==> src/rtl/mux_pkg.sv <==
// Shared definitions for the N-input registered selector.
package mux_pkg;

    // Select-source encodings for the MODE parameter.
    localparam int unsigned MUX_EXT_SEL     = 0;
    localparam int unsigned MUX_FIXED_PRI   = 1;
    localparam int unsigned MUX_ROUND_ROBIN = 2;

    // Ceiling log2, never less than 1 so index ports always have a bit.
    function automatic int unsigned mux_clog2(input int unsigned n);
        int unsigned r;
        r = 0;
        for (int unsigned i = 0; i < 32; i++) begin
            if ((32'd1 << r) < n) begin
                r = r + 1;
            end
        end
        return (r == 0) ? 1 : r;
    endfunction

endpackage

==> src/rtl/rr_arbiter.sv <==
// Rotating-priority arbiter: first requester at or after ptr wins (wraps modulo N).
// With ptr tied to zero it degenerates to fixed lowest-index priority.
module rr_arbiter
    import mux_pkg::*;
#(
    parameter int unsigned N    = 4,
    parameter int unsigned SELW = mux_clog2(N)
) (
    input  logic [N-1:0]    req,
    input  logic [SELW-1:0] ptr,
    output logic [N-1:0]    grant,
    output logic [SELW-1:0] grant_idx
);

    logic [SELW-1:0] idx;
    logic            found;

    // Walk ptr, ptr+1, ... wrapping, and take the first active request.
    always_comb begin
        grant     = '0;
        grant_idx = '0;
        found     = 1'b0;
        idx       = '0;
        for (int unsigned k = 0; k < N; k++) begin
            idx = SELW'((32'(ptr) + k) % N);
            if (!found && req[idx]) begin
                found      = 1'b1;
                grant[idx] = 1'b1;
                grant_idx  = idx;
            end
        end
    end

endmodule

==> src/rtl/mux_arb_n.sv <==
// N-input registered selector with valid/ready handshakes. The select source
// (external, fixed priority or round-robin) is fixed at elaboration.
module mux_arb_n
    import mux_pkg::*;
#(
    parameter int unsigned WIDTH = 32,
    parameter int unsigned N     = 4,
    parameter int unsigned MODE  = MUX_EXT_SEL,
    parameter int unsigned SELW  = mux_clog2(N)
) (
    input  logic              clk,
    input  logic              reset,
    input  logic [N-1:0]      in_valid,
    input  logic [N*WIDTH-1:0] in_data,
    output logic [N-1:0]      in_ready,
    input  logic [SELW-1:0]   sel,
    output logic              out_valid,
    output logic [WIDTH-1:0]  out_data,
    output logic [SELW-1:0]   out_sel,
    input  logic              out_ready
);

    logic             out_valid_q;
    logic [WIDTH-1:0] out_data_q;
    logic [SELW-1:0]  out_sel_q;

    logic [N-1:0]     grant;
    logic [SELW-1:0]  grant_idx;
    logic             load;
    logic             any_grant;

    // The output register can take a word when empty or being drained.
    assign load      = ~out_valid_q | out_ready;
    assign any_grant = |grant;
    assign in_ready  = grant & {N{load}};

    if (MODE == MUX_EXT_SEL) begin : g_ext
        // External select: an out-of-range sel matches no channel, so never grants.
        always_comb begin
            grant = '0;
            for (int unsigned i = 0; i < N; i++) begin
                grant[i] = in_valid[i] && (32'(sel) == i);
            end
        end
        assign grant_idx = sel;
    end else begin : g_arb
        logic [SELW-1:0] arb_ptr;
        logic            unused_sel;
        assign unused_sel = ^sel;

        if (MODE == MUX_ROUND_ROBIN) begin : g_rr
            logic [SELW-1:0] ptr_q;

            // Pointer advances past the winner only on an actual transfer.
            always_ff @(posedge clk or posedge reset) begin
                if (reset) begin
                    ptr_q <= '0;
                end else if (load && any_grant) begin
                    ptr_q <= (32'(grant_idx) == N - 1) ? '0 : grant_idx + 1'b1;
                end
            end
            assign arb_ptr = ptr_q;
        end else begin : g_pri
            assign arb_ptr = '0;
        end

        rr_arbiter #(
            .N    (N),
            .SELW (SELW)
        ) u_rr_arbiter (
            .req       (in_valid),
            .ptr       (arb_ptr),
            .grant     (grant),
            .grant_idx (grant_idx)
        );
    end

    // Output pipeline register: load on grant, empty on idle load, hold under backpressure.
    always_ff @(posedge clk or posedge reset) begin
        if (reset) begin
            out_valid_q <= 1'b0;
            out_data_q  <= '0;
            out_sel_q   <= '0;
        end else if (load) begin
            if (any_grant) begin
                out_valid_q <= 1'b1;
                out_data_q  <= in_data[32'(grant_idx)*WIDTH +: WIDTH];
                out_sel_q   <= grant_idx;
            end else begin
                out_valid_q <= 1'b0;
            end
        end
    end

    assign out_valid = out_valid_q;
    assign out_data  = out_data_q;
    assign out_sel   = out_sel_q;

endmodule
==> config.mk <==
export PLATFORM = sky130hd
export DESIGN_NAME = mux_arb_n
export DESIGN_NICKNAME = d
export VERILOG_FILES = /design/src/rtl/mux_pkg.sv /design/src/rtl/rr_arbiter.sv /design/src/rtl/mux_arb_n.sv
export SDC_FILE = /design/constraint.sdc
export NUM_CORES = 1
export LEC_CHECK = 0
export CORE_MARGIN = 2
export CORE_UTILIZATION = 34
export DETAILED_ROUTE_END_ITERATION = 10
export HOLD_SLACK_MARGIN = 0.12
export PLACE_DENSITY = 0.81
export SLEW_MARGIN = 20
export SYNTH_ARGS = -nofsm -noshare
export SYNTH_HDL_FRONTEND = slang
export SYNTH_HIERARCHICAL = 1
export SYNTH_SLANG_ARGS = --single-unit
==> constraint.sdc <==
create_clock -name clk -period 2.11 [get_ports clk]
set_input_delay 0.422 -clock clk [delete_from_list [all_inputs] [get_ports clk]]
set_output_delay 0.422 -clock clk [all_outputs]
set_load 0.01 [all_outputs]
# After elaboration in Yosys (flattened, before gate mapping)
# Index checks and enable logic that the tools add are counted.
totals:
  in_bits: 137
  ram_bits: 0
  rom_bits: 0
  regBits: 35
  n_memories: 0
  output_inout_bits: 39
  latchBits: 0
op_classes:
  eq_ne: 3
  n_mul: 0
  muxes: 1
  bitwise_logic: 3
  n_div: 0
  magnitude_cmp: 0
  reduce_logical: 7
  n_addsub: 0
  shift: 1
op_table:
  columns: ["op", "n"]
  rows:
  - ["$shiftx A128 B8 Y32", 1]
  - ["$and A4 B4 Y4", 1]
  - ["$eq A2 B2 Y1 const B", 2]
  - ["$logic_and A1 B1 Y1", 4]
  - ["$reduce_or A4 Y1", 1]
  - ["$eq A2 B1 Y1 const B", 1]
  - ["$logic_not A2 Y1", 1]
  - ["$reduce_and A2 Y1", 1]
  - ["$mux W1", 1]
  - ["$not A1 Y1", 1]
  - ["$or A1 B1 Y1", 1]

# Depth between registers and ports, before layout
# Gate-level depths: netlist of run 1.
logic_depth:
  word_depth: 4
  depth_mapped: 6
  mapped_depth_nobuf: 4

# Worst setup path before layout of run 1
# Ideal clock, no wire load.
synth_path:
  kind: "in2reg"
  start: "input sel[1]"
  end: "register out_data_q[0] (netlist: out_data[0])"
  stages: 5
  t_arrival_ns: 1.578
  slack_ns: 0.407
  setup_ns: 0.125
  cell_sequence: "buf_6 -> mux2i_4 -> a2bb2oi_4 -> buf_12 -> mux2_4"
synth_via:
  elab_chain_cells: 4
synth_lines:
  columns: ["item", "line", "text"]
  rows:
  - ["start, declared", "mux_arb_n.sv:16", "input logic [SELW-1:0] sel,"]
  - ["branches (longest 4 deep; another with $shiftx A128 B8 Y32)", null, null]
  - ["end signal, assigned", "mux_arb_n.sv:87", "out_data_q <= in_data[32'(grant_idx)*WIDTH +: WIDTH];"]
  - ["end, declared", "mux_arb_n.sv:24", "logic [WIDTH-1:0] out_data_q;"]
# Parallel ways; which one is timed is not known.
# A chain may end at the register's enable or synchronous reset.

# Final worst setup path of run 1
layout_path:
  start: "input out_ready"
  end: "output in_ready[1]"
layout_via:
  elab_chain_cells: 2
layout_lines:
  columns: ["item", "line", "text"]
  rows:
  - ["start, declared", "mux_arb_n.sv:20", "input logic out_ready"]
  - ["$or A1 B1 Y1", "mux_arb_n.sv:33", "assign load = ~out_valid_q | out_ready;"]
  - ["$and A4 B4 Y4", "mux_arb_n.sv:35", "assign in_ready = grant & {N{load}};"]
  - ["end, declared", "mux_arb_n.sv:15", "output logic [N-1:0] in_ready,"]
# No other way between the ends.

==> results of run 1 <==
## power groups by stage
stage	Combinational, uW	Clock [uW]	Sequential [uW]
floorplan	497	0	1040
global placement	1250	0	951
detailed placement	1270	0	961
CTS	1270	551	952
global route	1330	594	974
finish	1250	525	950
## worst register-to-register path, delay by kind of cell, from the launching register on
family                 cells  cell delay [ns]
AND/OR/NAND/NOR            2             0.34
multiplexers               1             0.35
flip-flops                 1             0.37
AO/OA/AOI/OAI              1             0.22
buffers and inverters      1             0.20
## worst paths after layout
kind / from / end / slack [ns] / cells after the start
worst min-delay path: reset / out_data[13]$_DFFE_PP0P_ / 0.33 / 2
worst max register to register: out_valid$_DFFE_PP0P_ / out_data[28]$_DFFE_PP0P_ / 0.54 / 5
max in group asynchronous: reset / out_data[27]$_DFFE_PP0P_ / 1.17 / 3
worst min register to register: out_sel[0]$_DFFE_PP0P_ / out_sel[0]$_DFFE_PP0P_ / 0.50 / 1
worst max-delay path: out_ready / in_ready[1] / 0.09 / 5
min in group clk: out_sel[0]$_DFFE_PP0P_ / out_sel[0]$_DFFE_PP0P_ / 0.50 / 1
## metrics by stage
step | power (uW) | hold WS [ns] | cell area (um^2)
5_1_grt | 2900 | 0.332 | 4250
2_1_floorplan | 1530 | 0.522 | 2340
4_1_cts | 2770 | 0.321 | 4250
3_3_place_gp | 2200 | 0.475 | 4150
6_report | 2730 | 0.327 | 4250
3_5_place_dp | 2230 | 0.491 | 4150
## logic make-up after synthesis
group | after synthesis | synth area share
AND/OR/NAND/NOR | 15 | 0.0300
buffers and inverters | 12 | 0.0535
multiplexers | 66 | 0.525
flip-flops | 35 | 0.375
AO/OA/AOI/OAI | 3 | 0.0171
## layout make-up
class / instances / share of cell area
Timing Repair Buffer: 184 / 0.431
Sequential cell: 35 / 0.206
Multi-Input combinational cell: 84 / 0.315
Inverter: 1 / 0.000884
Clock buffer: 8 / 0.0236
Tap cell: 80 / 0.0236
## per-layer routing
layer  wire, um  track usage
met5          0            0
met4         42       0.0398
met3        697       0.0635
met2       3440        0.328
met1       2310        0.187
## sequential cells by signal, summed over array words and instances (netlist names)
signal	flops
out_valid	1
out_data	32
out_sel	2
## timing repair
action | CTS | global route
setup buffers | 0 | 0
resized for setup | 4 | 0
setup endpoints to repair | 4 | 0
## cells in the final DEF (no fill, tap or decap), types with 2 or more instances in the layout
master	instances
buf_12	2
buf_2	2
buf_4	7
clkbuf_8	7
clkdlybuf4s50_1	169
dfrtp_1	35
dlygate4sd2_1	4
mux2_2	3
mux2_4	30
mux4_2	32
nand2_1	7
nand2b_1	2
nor2_1	2
nor3_1	2
==> metrics.csv, run 1 <==
stage,metric,value,unit
synthesis,Post-synth top flop,dfrtp_1,
floorplanning,die extent in x,86.9,um
clock_tree,CTS sink cnt,35,
floorplanning,I/O pin cnt,176,
routing,DRT Wirelength,6.48,mm
sta,Peak Freq,0.496,GHz
critical_path,Crit Path Class,in2out,
sta,actual slew at the worst max-slew pin,0.404,ns
critical_path,crit path DAT,1.60,ns
synthesis,Cell variety after synth,19,
routing,Vias/cell,4.96,
sta,Final Hold Viols,0,
critical_path,crit path max-delay cell type,clkdlybuf4s50_1,
critical_path,max incr delay on CP,0.49,ns
synthesis,"FF+latch count, synth",35,
placement,Placement Setup Slack,-0.202,ns
final_layout,ratio of cells with drive above 1 in the final layout,0.272,
final_layout,final design utilization,0.632,
synthesis,"Seq/Total Area, Yosys",0.375,
clock_tree,"CTS clk-pin slew, worst paths",0.07,ns
power,Clock Power Share,0.193,
placement,port bufs,175,
sta,Worst slew margin,0.730,
floorplanning,Rows,30,
clock_tree,CTS root buffer,clkbuf_8,
synthesis,syn nets,268,
power,Seq pwr share,0.348,
global_route,Overflow after GRT,0,
power,P_sw,700,uW
final_layout,fillers,541,
global_route,largest net degree at the start of global routing,33,
critical_path,Worst setup SP type,primary input,
final_layout,Layout area overhead,81.6,%
min_path,Hold Path Class,in2async,
global_route,Total Routing Usage GR,0.175,
final_layout,Seq. cell area,876,um^2
outcome,status,finished clean,
floorplanning,core area,6720,um^2
sta,Layout Skew,0.00179,ns
routing,DRT iter0 DRCs,27,
placement,Placer Congestion,0.704,
floorplanning,Die Ht,86.9,um
power,VDD IR max,0.278,mV
placement,Cells after DPL,384,
sta,final setup margin,0.0923,ns
routing,first drt pass iteration count,4,
routing,Post-route DRC,0,
sta,Setup Total Neg Slack,0,ns
final_layout,Antenna diodes,0,
placement,HPWL after DPL,5.32,mm
synthesis,synth top area cells,"dfrtp_1 37%, mux4_2 31%, mux2_4 19%",
critical_path,CP Data Required Time,1.69,ns
global_route,initial antenna violation count,0,
synthesis,dominant cell type by area after synthesis,dfrtp_1,
power,Pint,2030,uW
synthesis,"EDFF count, synth",0,
synthesis,asr flop ratio synth,1.00,
global_route,first-pass GRT wire length,10.2,mm
routing,DR WL/cell,16.5,um
sta,final setup vio count,0,
routing,Final ANT Viol Nets,0,
clock_tree,CTS max path bufs,2,
power,pwr dens,642,nW/um^2
power,Sw Ratio,0.257,
sta,min Tclk post-route,2.02,ns
clock_tree,CTS tree,done,
critical_path,Worst Path Buf+Inv,2,
synthesis,Synth Warn #,6,
critical_path,Worst path top cell family by delay,buffers and inverters,
critical_path,crit path capture type,output pin,
clock_tree,# hold bufs at CTS,0,
synthesis,most frequent cells after synthesis,"35 x dfrtp_1, 32 x mux4_2, 30 x mux2_4, 7 x nand2_1, 4 x buf_6",
power,static leakage,0.00175,uW
clock_tree,CTS H-tree depth,2,
sta,Final Max Slew Viols,0,
critical_path,CP max FO,3,
final_layout,"Net count, final",448,
floorplanning,Initial Utilization,0.348,
synthesis,top cell type's share of synthesized area,0.375,
sta,RSZ-0062 raised after global routing,no,
final_layout,area occupied by multi-input gates,1340,um^2
final_layout,Non-Filler Instances,392,
routing,via count,1945,
clock_tree,CTS Buf Count,5,
sta,final critical-path share of the clock period,0.956,
synthesis,"Avg Cell Area, Syn",17.9,um^2
run,max_cap viols,0,
critical_path,"critical path, cell by cell",clkdlybuf4s50_1 -> nand2b_1 -> nand2_1 -> nor3b_1 -> dlygate4sd2_1,
synthesis,Mapped Cells,131,
synthesis,most common cell in the synthesized netlist,dfrtp_1,
floorplanning,Die ar.,7560,um^2
clock_tree,Worst-Skew Late Latency,0.28,ns
global_route,vias in the first global route,2214,
power,Gate power share,0.459,
synthesis,"Cell Area, Synth",2340,um^2
No activity file was read; power rests on OpenSTA's default activity.
==> run 2: changes to the inputs <==
Settings changed: CTS_CLUSTER_DIAMETER from default to 50.
==> results of run 2 <==
Same layout as run 1: the final DEF is identical, and so are final timing and power.
==> run 3: changes to the inputs <==
Settings changed: GPL_ROUTABILITY_DRIVEN from default to 0, SETUP_SLACK_MARGIN from default to 0.1.
==> run 3 against run 2 <==
Clock skew stayed put; clock power hardly changed; clock-buffer cell count stayed put; sequential share of layout area hardly changed; first-iteration DRC count stayed put; hold slack stayed put; flip-flop and latch count stayed put; sequential power hardly changed; core utilization is 0.056 points lower; die area stayed put; fmax is 4.8% higher; critical path depth stayed put.
==> metrics.csv, run 3 (synthesis results as in run 1) <==
stage,metric,value,unit
global_route,initial antenna violation count,0,
sta,Peak Freq,0.519,GHz
global_route,Total Routing Usage GR,0.175,
placement,port bufs,175,
global_route,first-pass GRT wire length,10.2,mm
sta,Final Hold Viols,0,
power,static leakage,0.00174,uW
clock_tree,CTS root buffer,clkbuf_8,
clock_tree,CTS sink cnt,35,
routing,DRT Wirelength,6.48,mm
placement,post-place instance area,4150,um^2
routing,DRT iter0 DRCs,27,
clock_tree,CTS tree,done,
power,pwr dens,643,nW/um^2
final_layout,most frequent cells in the layout,"169 x clkdlybuf4s50_1, 35 x dfrtp_1, 32 x mux4_2",
floorplanning,Rows,30,
sta,Worst slew margin,0.730,
global_route,largest net degree at the start of global routing,33,
global_route,vias in the first global route,2214,
routing,via count,1944,
critical_path,CP Data Required Time,1.69,ns
sta,actual slew at the worst max-slew pin,0.404,ns
final_layout,"most common cell after layout, fill and taps aside",clkdlybuf4s50_1,
floorplanning,Initial Utilization,0.348,
clock_tree,CTS max path bufs,2,
critical_path,Crit Path Class,in2out,
placement,HPWL after DPL,5.32,mm
floorplanning,Die Ht,86.9,um
floorplanning,die extent in x,86.9,um
clock_tree,"CTS clk-pin slew, worst paths",0.07,ns
critical_path,R2R depth,5,
floorplanning,core area,6720,um^2
final_layout,Antenna diodes,0,
critical_path,"critical path, cell by cell",clkdlybuf4s50_1 -> nand2b_1 -> nand2_1 -> nor2_1 -> dlygate4sd2_1,
power,VDD IR max,0.278,mV
critical_path,max incr delay on CP,0.49,ns
placement,Placement Setup Slack,-0.202,ns
final_layout,"Net count, final",448,
routing,Vias/cell,4.96,
critical_path,crit path max-delay cell type,clkdlybuf4s50_1,
sta,RSZ-0062 raised after global routing,no,
routing,DR WL/cell,16.5,um
final_layout,Layout area overhead,81.4,%
floorplanning,I/O pin cnt,176,
placement,Cells after DPL,384,
sta,Final Max Slew Viols,0,
min_path,Hold Path Class,in2async,
critical_path,crit path capture type,output pin,
clock_tree,CTS H-tree depth,2,
final_layout,number of flip-flops under the largest register name,32,
final_layout,Non-Filler Instances,392,
sta,min Tclk post-route,1.93,ns
floorplanning,Die ar.,7560,um^2
clock_tree,CTS Buf Count,5,
global_route,Overflow after GRT,0,
final_layout,post-route cell area,4240,um^2
routing,Final ANT Viol Nets,0,
critical_path,crit path DAT,1.50,ns
routing,first drt pass iteration count,4,
run,max_cap viols,0,
outcome,status,finished clean,
critical_path,CP max FO,3,
routing,Post-route DRC,0,
sta,final setup margin,0.185,ns
sta,final setup vio count,0,
final_layout,ratio of cells with drive above 1 in the final layout,0.276,
sta,Layout Skew,0.00179,ns
sta,final critical-path share of the clock period,0.912,
final_layout,final design utilization,0.631,
critical_path,Worst setup SP type,primary input,
clock_tree,Worst-Skew Late Latency,0.28,ns
-- run 3: cell types whose count changed in the layout (fill, tap and decap cells not counted), sizes merged --
cell	change
clkbuf	+1
dlygate4sd2	-1
-- run 3: routing by layer --
metal / vias up / track usage / routed length (um)
li1: 885 / - / -
met1: 942 / 0.187 / 2300
met2: 113 / 0.328 / 3440
met3: 4 / 0.0635 / 697
met4: 0 / 0.0398 / 42
met5: - / 0 / 0
-- run 3: metrics by stage --
step,setup TNS (ns),power [uW],hold slack (ns)
6_report,0,2730,0.327
5_1_grt,0,2900,0.332
4_1_cts,0,2770,0.321
3_5_place_dp,-0.615,2230,0.491
3_3_place_gp,-0.173,2200,0.475
2_1_floorplan,0,1530,0.522
-- run 3: path summary, 6_finish.rpt --
path                                              from                  endpoint  slack (ns)
min in group clk                out_sel[0]$_DFFE_PP0P_    out_sel[0]$_DFFE_PP0P_        0.50
worst max register to register   out_valid$_DFFE_PP0P_  out_data[28]$_DFFE_PP0P_        0.54
worst min register to register  out_sel[0]$_DFFE_PP0P_    out_sel[0]$_DFFE_PP0P_        0.50
max in group asynchronous                        reset  out_data[27]$_DFFE_PP0P_        1.17
worst max-delay path                         out_ready               in_ready[3]        0.18
worst min-delay path                             reset  out_data[13]$_DFFE_PP0P_        0.33
-- run 3: final cells by class --
cell class | count | area (um^2)
fill | 542 | 2480
multi-input combinational | 84 | 1340
sequential | 35 | 876
inverter | 1 | 3.75
tap | 80 | 100
clock buffer | 8 | 100
timing repair buffer | 184 | 1830
-- run 3: what timing repair did --
item | 4_1_cts | 5_1_grt
setup endpoints to repair | 4 | 1
gates resized for setup | 4 | 2
buffers inserted | 0 | 0
hold buffers | 0 | 0
-- run 3: power by group --
| group | leakage [uW] | switching [uW] | internal (uW) |
|---|---|---|---|
| Combinational | 0.00128 | 372 | 880 |
| Sequential | 0.000409 | 101 | 850 |
| Clock | 0.0000515 | 227 | 298 |
| Total | 0.00174 | 700 | 2030 |
-- run 3: worst max-delay path: cells and delay by family --
kind / cells / cell delay [ns]
buf+inv: 2 / 0.77
simple gates: 3 / 0.32
==> variant (settings of run 3) <==
Set the parameter `WIDTH` to 28 (it was 32).
--- a/src/rtl/mux_arb_n.sv
+++ b/src/rtl/mux_arb_n.sv
@@ -3,7 +3,7 @@
 module mux_arb_n
     import mux_pkg::*;
 #(
-    parameter int unsigned WIDTH = 32,
+    parameter int unsigned WIDTH = 28,
     parameter int unsigned N     = 4,
     parameter int unsigned MODE  = MUX_EXT_SEL,
     parameter int unsigned SELW  = mux_clog2(N)
Ports: changed (resized in_data and out_data); port bits go from 176 to 156. No check against the original RTL was run, so the function may have changed too.
==> variant against run 3 <==
Routed wire length is 7.3% lower; non-clock buffer count is 17 lower; hold slack better by 0.18 ns; total power down 14%; worst setup slack better by 0.0063 ns; core utilization rose by 3.6 points; sequential cell count down 4; synthesized area fell by 15%; final area shrank 12%; largest cell class unchanged; synthesized cell count down 9.2%.
==> variant: results (changes against run 3) <==
* Slowest cell on the critical path: clkdlybuf4s50_1 (unchanged)
* Synth unique cells at 20 (was 19)
* GRT Resource Usage Total at 19.81% (was 17.53%)
* Multiplexer share of the synthesized area at 50.76% (was 52.49%)
* Nets at 403 (was 448)
* Slew headroom at 73.72% (was 73.04%)
* Critical R2R Capture: out_data[12] (was out_data[28])
* DR vias at 1,745 (was 1,944)
* Syn nets at 240 (was 268)
* Min Hold Slack at 0.5060 ns (was 0.3269 ns)
* Most area-consuming cells after synthesis: dfrtp_1 39%, mux4_2 32%, mux2_2 11%, mux2_4 7.6%, buf_6 2.8% (was dfrtp_1 37%, mux4_2 31%, mux2_4 19%, buf_12 2.6%, buf_6 1.9%)
* Antenna diodes at 0 (unchanged)
* Max VDD drop at 0.2946 mV (was 0.2782 mV)
* Final clock skew at 0.004057 ns (was 0.001795 ns)
* Post-DR wirelength/cell at 16.96 um (was 16.53 um)
* P_leak at 1.491 nW (was 1.745 nW)
* Status: complete, no violations (unchanged)
* Synth Warn # at 6 (unchanged)
* Initial drt markers at 23 (was 27)
* Synthesized area per cell at 16.70 um2 (was 17.85 um2)
* Worst reg2reg setup slack at 0.47 ns (was 0.54 ns)
* Max reg flops at 28 (was 32)
* Cells after DPL at 347 (was 384)
* Synth top cells by count: 31 x dfrtp_1, 28 x mux4_2, 19 x mux2_2 (was 35 x dfrtp_1, 32 x mux4_2, 30 x mux2_4)
* CP Data Arrival Time at 1.50 ns (about the same)
* Synth Area in Compound Gates at 1.448% (was 1.712%)
* Dpl hpwl at 5125 um (was 5318 um)
* CP delay by family, top: buffers and inverters (unchanged)
* Maximum clock path buffer count at 2 (unchanged)
* Vias in the first global route at 2,026 (was 2,214)
* Internal at 1.739 mW (was 2.028 mW)
* Clock period minus worst slack at 1.919 ns (was 1.925 ns)
* Port bufs at 155 (was 175)
* Worst hold path class: flip-flop to flip-flop (was input port to asynchronous set/reset pin)
* Drt total wl at 6005 um (was 6481 um)
* Critical path capture point: in_ready[1] (was in_ready[3])
* Largest net degree at the start of global routing at 32 (was 33)
* First-pass GRT wire length at 9501 um (was 10,200 um)
* Layout cells sized above 1 at 29.08% (was 27.56%)
* Dpl cell area at 3637 um2 (was 4151 um2)
* Sequential-to-total area share from yosys stat at 39.04% (was 37.45%)
[variant: changes by cell type in the layout (fill, tap and decap cells not counted), sizes merged]
cell and delta:
dfrtp -4, buf +3, mux4 -4, clkbuf -2, clkdlybuf4s50 -20, clkinv +1, mux2 -4
[variant: per-layer routing]
metal	track usage, %	part of all wire, %
met1	18.85	31
met2	37.50	55
met4	6.102	1.5
met5	0	0
met3	8.989	12
[variant: worst min-delay path by stage]
| stage | from | to |
|---|---|---|
| after detailed placement | out_sel[0] | out_sel[0] |
| final | out_data[11] | out_data[11] |
| after global placement | out_data[14] | out_data[14] |
| after global routing | out_data[8] | out_data[8] |
| after CTS | out_sel[0] | out_sel[0] |
| after floorplan | out_sel[0] | out_sel[0] |
[variant: what timing repair did]
action / in CTS / in global routing
resized for setup: 7 / 5
setup endpoints to repair: 4 / 2
cloned: 0 / 0
[variant: logic make-up after synthesis]
family                 Yosys count
AOI/OAI and AO/OA                3
and+or+nand+nor                 15
buffers and inverters           12
DFF                             31
muxes                           58
[variant: stage by stage]
stage | setup TNS [ns] | setup WS [ns]
2_1_floorplan | 0 | 0.4370
3_3_place_gp | -3.768 | -0.2097
3_5_place_dp | -5.234 | -0.2080
4_1_cts | 0 | 0.05741
5_1_grt | 0 | 0.1062
6_report | 0 | 0.1911
[variant: layout make-up]
cell class	count	area, um2
fill	435	1856
timing repair buffer	167	1635
multi-input combinational	76	1126
sequential	31	775.7
tap	72	90.09
clock buffer	6	82.58
clock inverter	1	5.005
inverter	1	3.754
[variant: power groups by stage]
stage	logic (mW)	registers [mW]	clock network, mW
floorplan	0.371	0.913	0
global placement	1.05	0.843	0
detailed placement	1.07	0.850	0
CTS	1.08	0.842	0.477
global route	1.13	0.860	0.505
finish	1.06	0.841	0.458
